## src/rtl/sdram_burst_reader.sv

```systemverilog
// One-burst-per-trigger SDRAM read engine: PRE-all / ACT / RD sequencing over a frame
// of rows and columns, with registered command, address and read-data outputs.
//
// state      | meaning
// IDLE       | waiting for a trigger (live or pending)
// REQ        | rd_req raised, waiting for the arbiter grant
// PRE        | precharge-all command
// WAIT_RP    | NOP spacing before ACT
// ACT        | activate current row
// WAIT_RCD   | NOP spacing before RD
// RD         | read command at current column
// WAIT_DATA  | CAS latency plus burst beats
// DONE       | burst finished, address advance or deferred clear
module sdram_burst_reader #(
  parameter int DQ_W      = 16,
  parameter int ROW_W     = 13,
  parameter int COL_W     = 10,
  parameter int BANK_W    = 2,
  parameter int BURST_LEN = 8,
  parameter int CAS_LAT   = 2,
  parameter int T_RP      = 2,
  parameter int T_RCD     = 2,
  parameter int COL_END   = 632,
  parameter int ROW_END   = 479,
  parameter int BANK_SEL  = 0
) (
  input  logic              clk,
  input  logic              rst_n,
  input  logic              rd_trig,
  output logic              rd_req,
  input  logic              rd_en,
  input  logic              frame_clr,
  output logic [3:0]        rd_cmd,
  output logic [ROW_W-1:0]  rd_addr,
  output logic [BANK_W-1:0] rd_bank,
  input  logic [DQ_W-1:0]   sdram_dq,
  output logic [DQ_W-1:0]   rd_dq,
  output logic              rd_data_valid,
  output logic              rd_last,
  output logic              busy,
  output logic              flag_rd_end,
  output logic              frame_end
);

  localparam logic [3:0] CMD_NOP = 4'b0111;
  localparam logic [3:0] CMD_PRE = 4'b0010;
  localparam logic [3:0] CMD_ACT = 4'b0011;
  localparam logic [3:0] CMD_RD  = 4'b0101;

  localparam int DATA_CYC = CAS_LAT + BURST_LEN;
  localparam int TMR_MAX  = (DATA_CYC > T_RP) ? ((DATA_CYC > T_RCD) ? DATA_CYC : T_RCD)
                                              : ((T_RP > T_RCD) ? T_RP : T_RCD);
  localparam int TMR_W    = $clog2(TMR_MAX + 1);

  typedef enum logic [3:0] {
    S_IDLE, S_REQ, S_PRE, S_WAIT_RP, S_ACT, S_WAIT_RCD, S_RD, S_WAIT_DATA, S_DONE
  } state_t;

  state_t            state, state_d;
  logic [TMR_W-1:0]  tmr, tmr_d;
  logic [ROW_W-1:0]  row, row_d;
  logic [COL_W-1:0]  col, col_d;
  logic              pend_trig, pend_trig_d;
  logic              pend_clr, pend_clr_d;
  logic              valid_d, last_d, frame_end_d;
  logic [3:0]        cmd_d;
  logic [ROW_W-1:0]  addr_d;

  always_comb begin
    state_d     = state;
    tmr_d       = tmr;
    row_d       = row;
    col_d       = col;
    pend_trig_d = pend_trig;
    pend_clr_d  = pend_clr;
    valid_d     = 1'b0;
    last_d      = 1'b0;

    if (rd_trig && state != S_IDLE) pend_trig_d = 1'b1;
    if (frame_clr && state != S_IDLE && state != S_REQ) pend_clr_d = 1'b1;

    case (state)
      S_IDLE: begin
        if (rd_trig || pend_trig) begin
          state_d     = S_REQ;
          pend_trig_d = 1'b0;
        end
        if (frame_clr) begin
          row_d = '0;
          col_d = '0;
        end
      end
      S_REQ: begin
        if (rd_en) state_d = S_PRE;
        if (frame_clr) begin
          row_d = '0;
          col_d = '0;
        end
      end
      S_PRE: begin
        if (T_RP > 1) begin
          state_d = S_WAIT_RP;
          tmr_d   = TMR_W'(T_RP - 1);
        end else begin
          state_d = S_ACT;
        end
      end
      S_WAIT_RP: begin
        if (tmr == TMR_W'(1)) state_d = S_ACT;
        else                  tmr_d   = tmr - TMR_W'(1);
      end
      S_ACT: begin
        if (T_RCD > 1) begin
          state_d = S_WAIT_RCD;
          tmr_d   = TMR_W'(T_RCD - 1);
        end else begin
          state_d = S_RD;
        end
      end
      S_WAIT_RCD: begin
        if (tmr == TMR_W'(1)) state_d = S_RD;
        else                  tmr_d   = tmr - TMR_W'(1);
      end
      S_RD: begin
        state_d = S_WAIT_DATA;
        tmr_d   = TMR_W'(DATA_CYC);
      end
      S_WAIT_DATA: begin
        // tmr counts cycles left until DONE; beats land in the last BURST_LEN of them
        valid_d = (tmr >= TMR_W'(2)) && (tmr <= TMR_W'(BURST_LEN + 1));
        last_d  = (tmr == TMR_W'(2));
        if (tmr == TMR_W'(1)) state_d = S_DONE;
        else                  tmr_d   = tmr - TMR_W'(1);
      end
      S_DONE: begin
        state_d = S_IDLE;
        if (pend_clr || frame_clr) begin
          row_d      = '0;
          col_d      = '0;
          pend_clr_d = 1'b0;
        end else if (col == COL_W'(COL_END)) begin
          col_d = '0;
          row_d = (row == ROW_W'(ROW_END)) ? '0 : row + ROW_W'(1);
        end else begin
          col_d = col + COL_W'(BURST_LEN);
        end
      end
      default: state_d = S_IDLE;
    endcase

    frame_end_d = (state_d == S_DONE) && (row == ROW_W'(ROW_END)) && (col == COL_W'(COL_END));

    cmd_d  = CMD_NOP;
    addr_d = row_d;
    case (state_d)
      S_PRE: begin
        cmd_d      = CMD_PRE;
        addr_d     = '0;
        addr_d[10] = 1'b1;
      end
      S_ACT: begin
        cmd_d  = CMD_ACT;
        addr_d = row_d;
      end
      S_RD: begin
        cmd_d      = CMD_RD;
        addr_d     = ROW_W'(col_d);
        addr_d[10] = 1'b0;
      end
      default: ;
    endcase
  end

  always_ff @(posedge clk or negedge rst_n) begin
    if (!rst_n) begin
      state     <= S_IDLE;
      tmr       <= '0;
      row       <= '0;
      col       <= '0;
      pend_trig <= 1'b0;
      pend_clr  <= 1'b0;
    end else begin
      state     <= state_d;
      tmr       <= tmr_d;
      row       <= row_d;
      col       <= col_d;
      pend_trig <= pend_trig_d;
      pend_clr  <= pend_clr_d;
    end
  end

  always_ff @(posedge clk or negedge rst_n) begin
    if (!rst_n) begin
      rd_req        <= 1'b0;
      rd_cmd        <= CMD_NOP;
      rd_addr       <= '0;
      rd_bank       <= BANK_W'(BANK_SEL);
      rd_dq         <= '0;
      rd_data_valid <= 1'b0;
      rd_last       <= 1'b0;
      busy          <= 1'b0;
      flag_rd_end   <= 1'b0;
      frame_end     <= 1'b0;
    end else begin
      rd_req        <= (state_d == S_REQ);
      rd_cmd        <= cmd_d;
      rd_addr       <= addr_d;
      rd_bank       <= BANK_W'(BANK_SEL);
      rd_dq         <= sdram_dq;
      rd_data_valid <= valid_d;
      rd_last       <= last_d;
      busy          <= (state_d != S_IDLE) && (state_d != S_REQ);
      flag_rd_end   <= (state_d == S_DONE);
      frame_end     <= frame_end_d;
    end
  end

endmodule
```

## config.mk

```make
export PLATFORM = sky130hd
export DESIGN_NAME = sdram_burst_reader
export DESIGN_NICKNAME = d
export VERILOG_FILES = /design/src/rtl/sdram_burst_reader.sv
export SDC_FILE = /design/constraint.sdc
export NUM_CORES = 1
export LEC_CHECK = 0
export ABC_CLOCK_PERIOD_IN_PS = 5800
export BUFFER_PORTS_ARGS = -buffer_cell sky130_fd_sc_hd__buf_2
export CAP_MARGIN = 20
export CORE_ASPECT_RATIO = 0.75
export CORE_MARGIN = 4
export CORE_UTILIZATION = 61
export CTS_BUF_LIST = sky130_fd_sc_hd__clkbuf_4
export DETAILED_ROUTE_END_ITERATION = 12
export GPL_TIMING_DRIVEN = 0
export MAX_ROUTING_LAYER = met4
export PLACE_DENSITY = 0.87
export SYNTH_ARGS = -nofsm -noshare
export SYNTH_HDL_FRONTEND = slang
export SYNTH_SLANG_ARGS = --single-unit
```

## constraint.sdc

```tcl
create_clock -name clk -period 5.8 [get_ports clk]
set_clock_uncertainty 0.05 [all_clocks]
set_input_delay 0.29 -clock clk [delete_from_list [all_inputs] [get_ports clk]]
set_output_delay 0.29 -clock clk [all_outputs]
set_load 0.02 [all_outputs]
```

==> results of run 1 <==
-- kinds of logic after synthesis --
kind of cell,count (synthesis)
muxes,2
and+or+nand+nor,110
buffers and inverters,23
xor gates and xnor gates,3
DFF,71
other,1
AOI/OAI and AO/OA,69
adders and majority gates,5
-- layer usage --
layer / GRT usage / part of all wire / wire length, microns / vias up
li1: - / - / - / 1193
met5: - / 0 / 0 / -
met2: 0.383 / 0.47 / 3440 / 114
met3: 0.0987 / 0.074 / 534 / 13
met4: 0.0866 / 0.013 / 91 / 0
met1: 0.333 / 0.44 / 3190 / 1216
-- Yosys cell counts, drive strengths merged, types with 3 or more instances --
library cell / n / area (sq um)
nand4b: 3 / 26.3
or4: 3 / 26.3
inv: 9 / 33.8
dfstp: 3 / 78.8
a21oi: 20 / 104
nor3b: 3 / 22.5
nor3: 7 / 46.3
a22o: 8 / 70.1
nor2b: 4 / 25.0
a21o: 5 / 38.8
o21ai: 22 / 118
nor2: 17 / 63.8
or3: 7 / 43.8
a31oi: 4 / 25.0
dfrtp: 68 / 1700
clkbuf: 9 / 33.8
and2: 6 / 37.5
buf: 5 / 32.5
and3: 10 / 62.6
nand3: 12 / 60.1
ha: 5 / 62.6
nand2: 21 / 78.8
-- cell usage in the layout (no fill, tap or decap), types with 8 or more instances in the layout --
| master | n |
|---|---|
| sky130_fd_sc_hd__a21oi_1 | 19 |
| sky130_fd_sc_hd__a22o_1 | 8 |
| sky130_fd_sc_hd__and3_1 | 10 |
| sky130_fd_sc_hd__buf_2 | 59 |
| sky130_fd_sc_hd__clkbuf_1 | 9 |
| sky130_fd_sc_hd__clkbuf_4 | 9 |
| sky130_fd_sc_hd__dfrtp_1 | 68 |
| sky130_fd_sc_hd__dlygate4sd3_1 | 17 |
| sky130_fd_sc_hd__inv_1 | 9 |
| sky130_fd_sc_hd__nand2_1 | 21 |
| sky130_fd_sc_hd__nand3_1 | 12 |
| sky130_fd_sc_hd__nor2_1 | 17 |
| sky130_fd_sc_hd__o21ai_0 | 17 |
-- state kept, by name, indices dropped and copies added (netlist names) --
register / cells
frame_end: 1
busy: 1
pend_trig: 1
state: 4
rd_dq: 16
rd_req: 1
pend_clr: 1
rd_cmd: 3
tmr: 4
row: 13
rd_addr: 13
rd_last: 1
flag_rd_end: 1
col: 10
rd_data_valid: 1
-- worst register-to-register path, delay by kind of cell (launching register included) --
family / cells / cell delay [ns]
compound gates: 2 / 0.44
flops: 1 / 0.42
buf+inv: 1 / 0.24
simple gates: 2 / 0.77
mux: 1 / 0.35
-- power by group through the flow --
stage / clock [mW] / sequential, mW / combinational, mW
2_1_floorplan: 0 / 0.632 / 0.205
3_3_place_gp: 0 / 0.605 / 0.326
3_5_place_dp: 0 / 0.608 / 0.335
4_1_cts: 0.303 / 0.599 / 0.345
5_1_grt: 0.325 / 0.609 / 0.389
6_report: 0.299 / 0.601 / 0.348
-- layout make-up --
| class | instances | area, sq um |
|---|---|---|
| buffer | 14 | 66.3 |
| clock buffer | 9 | 67.6 |
| clock inverter | 7 | 63.8 |
| fill | 324 | 1130 |
| inverter | 9 | 33.8 |
| multi-input combinational | 192 | 1190 |
| sequential | 71 | 1780 |
| tap | 60 | 75.1 |
| timing repair buffer | 75 | 463 |
-- final timing paths --
path                         start          to  slack, ns  cells past startpoint
setup / recovery            col[1]  rd_addr[0]       3.45                      6
hold / removal             rd_trig   pend_trig       0.07                      3
setup reg to reg            col[1]  rd_addr[0]       3.45                      6
hold reg to reg            row[12]     row[12]       0.49                      2
max in group asynchronous    rst_n      tmr[1]       4.69                      2
min in group asynchronous    rst_n   rd_dq[11]       0.45                      2
-- through the flow --
stage	total power [mW]	cell area [sq um]	setup WS, ns	util	hold slack [ns]
global route	1.32	3740	3.28	0.769	0.0654
CTS	1.25	3740	3.48	0.769	0.0351
floorplan	0.838	3080	3.83	-	-0.0556
finish	1.25	3740	3.45	0.769	0.0714
global placement	0.931	3440	3.56	0.706	0.348
detailed placement	0.943	3440	3.52	0.707	0.350
==> impl_summary.md, run 1 <==
Run status
The run finished with clean final reports.

Timing
Timing would allow up to 426 MHz. The post-route clock period utilization is 0.405. The worst path needs 2.35 ns of the cycle, external delays included. Headroom to the max-slew limit came out at 0.441. Setup repair after global routing left no endpoint under its margin. The worst-margin pin slew is 0.839 ns. The number of hold violations in the final report is 0. Setup total negative slack on the finished layout was measured at 0 ns. The count of final max-slew check failures is 0. Setup violations remaining at the end of the flow were counted as 0.

Power and ir drop
Of the total power, combinational logic draws 0.279. In this run the power spent charging and discharging nets is 463 uW. The share of total power dissipated in the clock network is 0.240. In this run the power density over the cells is 333 mW/mm^2. The internal power is 785 uW.

For this design the static power due to leakage is roughly 1.9 nW. VDD sags by at most 0.297 mV. The proportion of total power due to net switching is 0.371.

The share of total power dissipated in sequential elements is 0.482.

Global routing
The pin count of the biggest net entering global routing is 72. The global-route total usage across every layer is 0.259. The initial antenna violation count is 0.

The number of global-route vias before repair is 2,468. The sum of overflow across all layers after global routing is 0. The first global-routing pass estimated 12,100 microns of wire.

Place
Port buffering added between 50 and 60 buffers. The final HPWL from detailed placement is 4840 microns. The weighted congestion at the end of routability-driven global placement is 0.962. The total placed cells including tap cells is roughly 400.

Synth
The synthesized-area fraction occupied by xor and xnor cells is 0.00856. The cell area that synthesis handed to floorplanning was 0.00307 sq mm. In the synthesized netlist the dominant register cell turns out to be sky130_fd_sc_hd__dfrtp_1.

The compound-cell area share of the yosys netlist came to 0.143. The synthesized design contains 71 register bits. The number of enable-type register cells in the synthesized netlist is 0. The simple logic cell fraction of the synthesized area is 0.207. Synthesis instantiated 53 different standard cells from the library. After technology mapping, the gate count stands at 284. Of the total synthesized cell area, the portion taken by full adders, half adders and majority gates is 0.0204.

The share of flip-flops with an asynchronous set or reset after synthesis is 1.00. The Yosys step of the flow raised 0 warnings. The dominant combinational cell family by area after synthesis is simple AND/OR/NAND/NOR gates.

A synthesized cell averages 10.8 sq um. For this run, the register share of the synthesized area comes to 0.580. The mux cell area share after synthesis is 0.00734.

Detailed routing
Dividing the detail-routed via count by the number of cells gives 5.80. For this run, design rule violations remaining after detail routing come to 0. The total iterations of the first detailed-routing run is 5. After detailed routing, the total wire length is 7250 microns. The iteration-0 DRC count of the detailed router is 238.

The detail route stage leaves a number of antenna-violating nets equal to 0. The total vias in the final route is about 2.5k. The routed length per placed instance is ~17 microns.

CTS
TritonCTS built the clock tree. The clock-pin slew reported for the worst setup and hold paths after clock tree synthesis is 0.13 ns. In this run the deepest clock path goes through 2 buffers. Post-CTS timing repair inserted 0 buffers for setup. The number of buffers inserted for hold repair after clock tree synthesis is 17. CTS saw 71 sinks.

The level count of the clock H-tree is 3. The count of cells resized by post-cts repair is 0. The clock root buffer is sky130_fd_sc_hd__clkbuf_4.

The clock latency on the worst-skew pair is 0.43 ns. In this run, CTS created clock tree buffers numbering 9.

Critical path
The signal on the critical path passes through nor4_1 -> and3_1 -> buf_2 -> o21ai_0 -> mux2_2 -> a22o_1. In this design, the stage delay of the slowest critical-path cell is 0.46 ns. At the worst endpoint, the required time is 6.09 ns. The dominant delay contributor by cell family on the critical path is simple AND/OR/NAND/NOR gates. The endpoint class of the critical path is a flip-flop. The critical path arrival is 2.64 ns. The path type of the worst setup path is reg -> reg.

Together, buffers and inverters on the worst path number 1. The largest individual stage delay along the critical path comes from the cell sky130_fd_sc_hd__nor4_1. The kind of start point of the critical path is a flip-flop. Of all nets on the critical path, the largest fanout is 10.

Layout
The diode insertion count for antenna repair is 0. From synthesis to final layout, the design area changed by 22.1%. After the last flow step, the layout net total stands at ~400.

Of the cells placed in the final design, the portion with a size suffix greater than 1 is 0.244. The non-filler instance count after layout is between 400 and 500.

Floorplanning
The floorplan die height is 69.4 microns. The horizontal die dimension is roughly 90 microns. The die covers 0.00624 sq mm.

In this run the count of I/O pins placed on the die edge is 62. The core region is 0.00487 sq mm. Row generation in the floorplan step produced 22 rows. The starting density of the core is 0.630.

Run
Max-cap violations in this run came to 0.

Min path
The type of the worst min-delay path is in -> reg.
Power figures use the tool's default switching activity.
==> run 2, diff against run 1 <==
==> config.mk (replaced) <==
export PLATFORM = sky130hd
export DESIGN_NAME = sdram_burst_reader
export DESIGN_NICKNAME = d
export VERILOG_FILES = /design/src/rtl/sdram_burst_reader.sv
export SDC_FILE = /design/constraint.sdc
export NUM_CORES = 1
export LEC_CHECK = 0
export ABC_CLOCK_PERIOD_IN_PS = 1900
export BUFFER_PORTS_ARGS = -buffer_cell sky130_fd_sc_hd__buf_2
export CAP_MARGIN = 20
export CORE_ASPECT_RATIO = 0.75
export CORE_MARGIN = 4
export CORE_UTILIZATION = 51
export CTS_BUF_LIST = sky130_fd_sc_hd__clkbuf_4
export DETAILED_ROUTE_END_ITERATION = 12
export GPL_TIMING_DRIVEN = 0
export MAX_ROUTING_LAYER = met4
export PLACE_DENSITY = 0.78
export SYNTH_ARGS = -nofsm -noshare
export SYNTH_HDL_FRONTEND = slang
export SYNTH_SLANG_ARGS = --single-unit
==> constraint.sdc (replaced) <==
create_clock -name clk -period 1.9 [get_ports clk]
set_clock_uncertainty 0.05 [all_clocks]
set_input_delay 0.095 -clock clk [delete_from_list [all_inputs] [get_ports clk]]
set_output_delay 0.095 -clock clk [all_outputs]
set_load 0.02 [all_outputs]
==> impl_summary.md, run 2 (synthesis results as in run 1) <==
Detailed routing
Summed over all layers, the routed wires come to approximately 8300 microns. After the first detailed-routing iteration, the DRC count stood at 215. In this run the remaining antenna-violating nets after routing total 0.

The routed length per placed instance is 17.2 microns. The first detailed-routing pass took 5 iterations. The routed layout has 2,704 vias.

For this run, design rule violations remaining after detail routing come to 0. Using the TritonRoute via totals, the vias-per-cell ratio works out to 5.58.

Layout
The layout overhead on the synthesized area is 43.3%. The top cell types in the final layout, fill and taps aside, are sky130_fd_sc_hd__dfrtp_1, sky130_fd_sc_hd__buf_2, sky130_fd_sc_hd__buf_4. The net count of the finished layout is about 430. The commonest non-fill, non-tap cell in the layout is sky130_fd_sc_hd__dfrtp_1. The number of antenna diodes in the final layout is 0. The largest register by flop count is rd_dq.

The layout has 376 filler cells. The area of the multi-input gates is 0.00147 sq mm. The number of flip-flops under the largest register name is 16. The area of all sequential standard cells is 0.00179 sq mm. The cell area after layout is 0.00440 sq mm.

The fraction of the core area covered by cells at the end of the flow is 0.755. The fraction of final layout cells sized beyond drive strength 1 is 0.413. The largest registers in the layout are rd_dq: 16 flops, rd_addr: 13 flops, row: 13 flops.

Global routing
Across every metal layer, demand over resource in global routing totals 0.234. The pin count of the biggest net entering global routing is 72. The number of global-route vias before repair is 2,540. The first global-routing pass estimated 12,800 microns of wire. The sum of overflow across all layers after global routing is 0. The initial antenna violation count was 0.

Critical path
The setup path with the least slack is of type reg -> reg. The number of buffers and inverters on the critical path is 1. The largest incremental delay on the critical path is 0.57 ns. The dominant delay contributor by cell family on the critical path is simple AND/OR/NAND/NOR gates. The largest individual stage delay along the critical path comes from the cell sky130_fd_sc_hd__or4_4. The critical path goes through or4_4 -> nor3_4 -> buf_6 -> a21o_4 -> or3_4 -> o21ai_4 -> a22o_1. The endpoint class of the critical path is a flip-flop. The critical path arrival is between 2 and 2.5 ns. At the worst endpoint, the required time is 2.19 ns.

The peak fanout along the critical path is 6. The kind of start point of the critical path is a flip-flop.

Run
The number of max-capacitance violations reported is 0.

Floorplanning
The number of I/O pins is slightly above 60. The number of cell rows is 24. The starting density of the core is 0.527. The total die area is 0.00733 sq mm. The floorplan die height is 75.2 microns. The core region is ~0.0058 sq mm. The floorplan step set the die width to 97.6 microns.

Min path
The type of the worst min-delay path is in -> reg.

Place
Detailed placement ended at an HPWL of 4790 microns. The worst setup timing slack at the placement stage is -0.404 ns. The congestion estimate from routability-driven global placement came to between 0.9 and 1. The post-place instance area is roughly 0.0035 sq mm. The number of port buffers is 58.

Timing
The total negative slack is -2.42 ns. The worst-margin pin slew is 0.868 ns. Measured against its own limit, the worst slew margin works out to 0.422. The peak clock frequency supported by timing is 479 MHz. The number of hold violations in the final report was 0. Setup violations remaining at the end of the flow were counted as 20. The count of final max-slew check failures came to 0. Setup slack on the critical path of the routed design comes to -0.186 ns. Dividing the final minimum period by the clock period gives 1.10. For the finished layout, the period the worst path requires is 2.09 ns. Setup repair after global routing could not meet its margin everywhere.

CTS
The level count of the clock H-tree is 3. The CTS tree is done. Counting the buffers created by CTS gives 9. The clock latency on the worst-skew pair is 0.44 ns. The clock-pin slew reported for the worst setup and hold paths after clock tree synthesis is 0.13 ns. The clock root buffer is sky130_fd_sc_hd__clkbuf_4. The sink count of the clock tree is 71.

The maximum count of clock buffers along a single path is 2.

Power and ir drop
Of the total power, the share spent switching nets is 0.343. The power per cell area is 1040 mW/mm^2. Summed over all nets, the switching power comes to 1.56 mW. The internal power is around 3 mW.

The share of total power dissipated in sequential elements is 0.413. Summed over all cells, the static leakage comes to around 2.1 nW. The proportion of power drawn by the clock network is 0.281. Across the VDD grid, the largest voltage drop is 0.709 mV. The share of total power dissipated in combinational logic is 0.306.

Run status
The final reports fail on setup timing. The flow ran to the end, but the final reports show violations.
==> run 2: layout make-up <==
| class | instances | share of cell area |
|---|---|---|
| Inverter | 9 | 0.00769 |
| Buffer | 13 | 0.0191 |
| Timing Repair Buffer | 106 | 0.167 |
| Sequential cell | 71 | 0.406 |
| Clock inverter | 7 | 0.0290 |
| Multi-Input combinational cell | 192 | 0.334 |
| Tap cell | 78 | 0.0222 |
| Clock buffer | 9 | 0.0154 |
==> run 2: metrics by stage <==
stage               hold slack (ns)  total power [mW]  instances
finish                        0.239              4.55        485
floorplan                    -0.251              2.56        286
global route                  0.219              4.77        485
global placement              0.153              2.85        422
CTS                           0.216              4.29        473
detailed placement            0.154              2.89        422
==> run 2: final timing paths <==
path                         endpoint  slack [ns]  cells past startpoint    startpoint
setup / recovery           rd_addr[6]       -0.19                      7       row[10]
hold / removal              rd_dq[10]        0.24                      2  sdram_dq[10]
setup reg to reg           rd_addr[6]       -0.19                      7       row[10]
hold reg to reg             pend_trig        0.53                      2     pend_trig
max in group asynchronous      col[0]        0.92                      2         rst_n
min in group asynchronous  rd_addr[9]        0.26                      2         rst_n
==> run 2: metal layers <==
| metal | vias up | track usage | share of wire |
|---|---|---|---|
| li1 | 1248 | - | - |
| met1 | 1328 | 0.302 | 0.45 |
| met2 | 114 | 0.371 | 0.47 |
| met3 | 14 | 0.0657 | 0.073 |
| met4 | 0 | 0.0630 | 0.012 |
| met5 | - | - | 0 |
==> run 2: timing repair <==
item | in CTS | in global routing
pin swaps | 17 | 23
endpoints found under the hold margin | 91 | 0
gates cloned | 1 | 0
setup buffers | 14 | 13
hold buffers | 20 | 0
setup endpoints to repair | 40 | 27
resized for setup | 52 | 39
==> run 2: power groups by stage <==
stage	Sequential [mW]	Clock, mW	Combinational, mW
detailed placement	1.86	0	1.03
CTS	1.84	1.29	1.16
floorplan	1.93	0	0.627
finish	1.88	1.28	1.40
global placement	1.85	0	1.00
global route	1.89	1.35	1.52
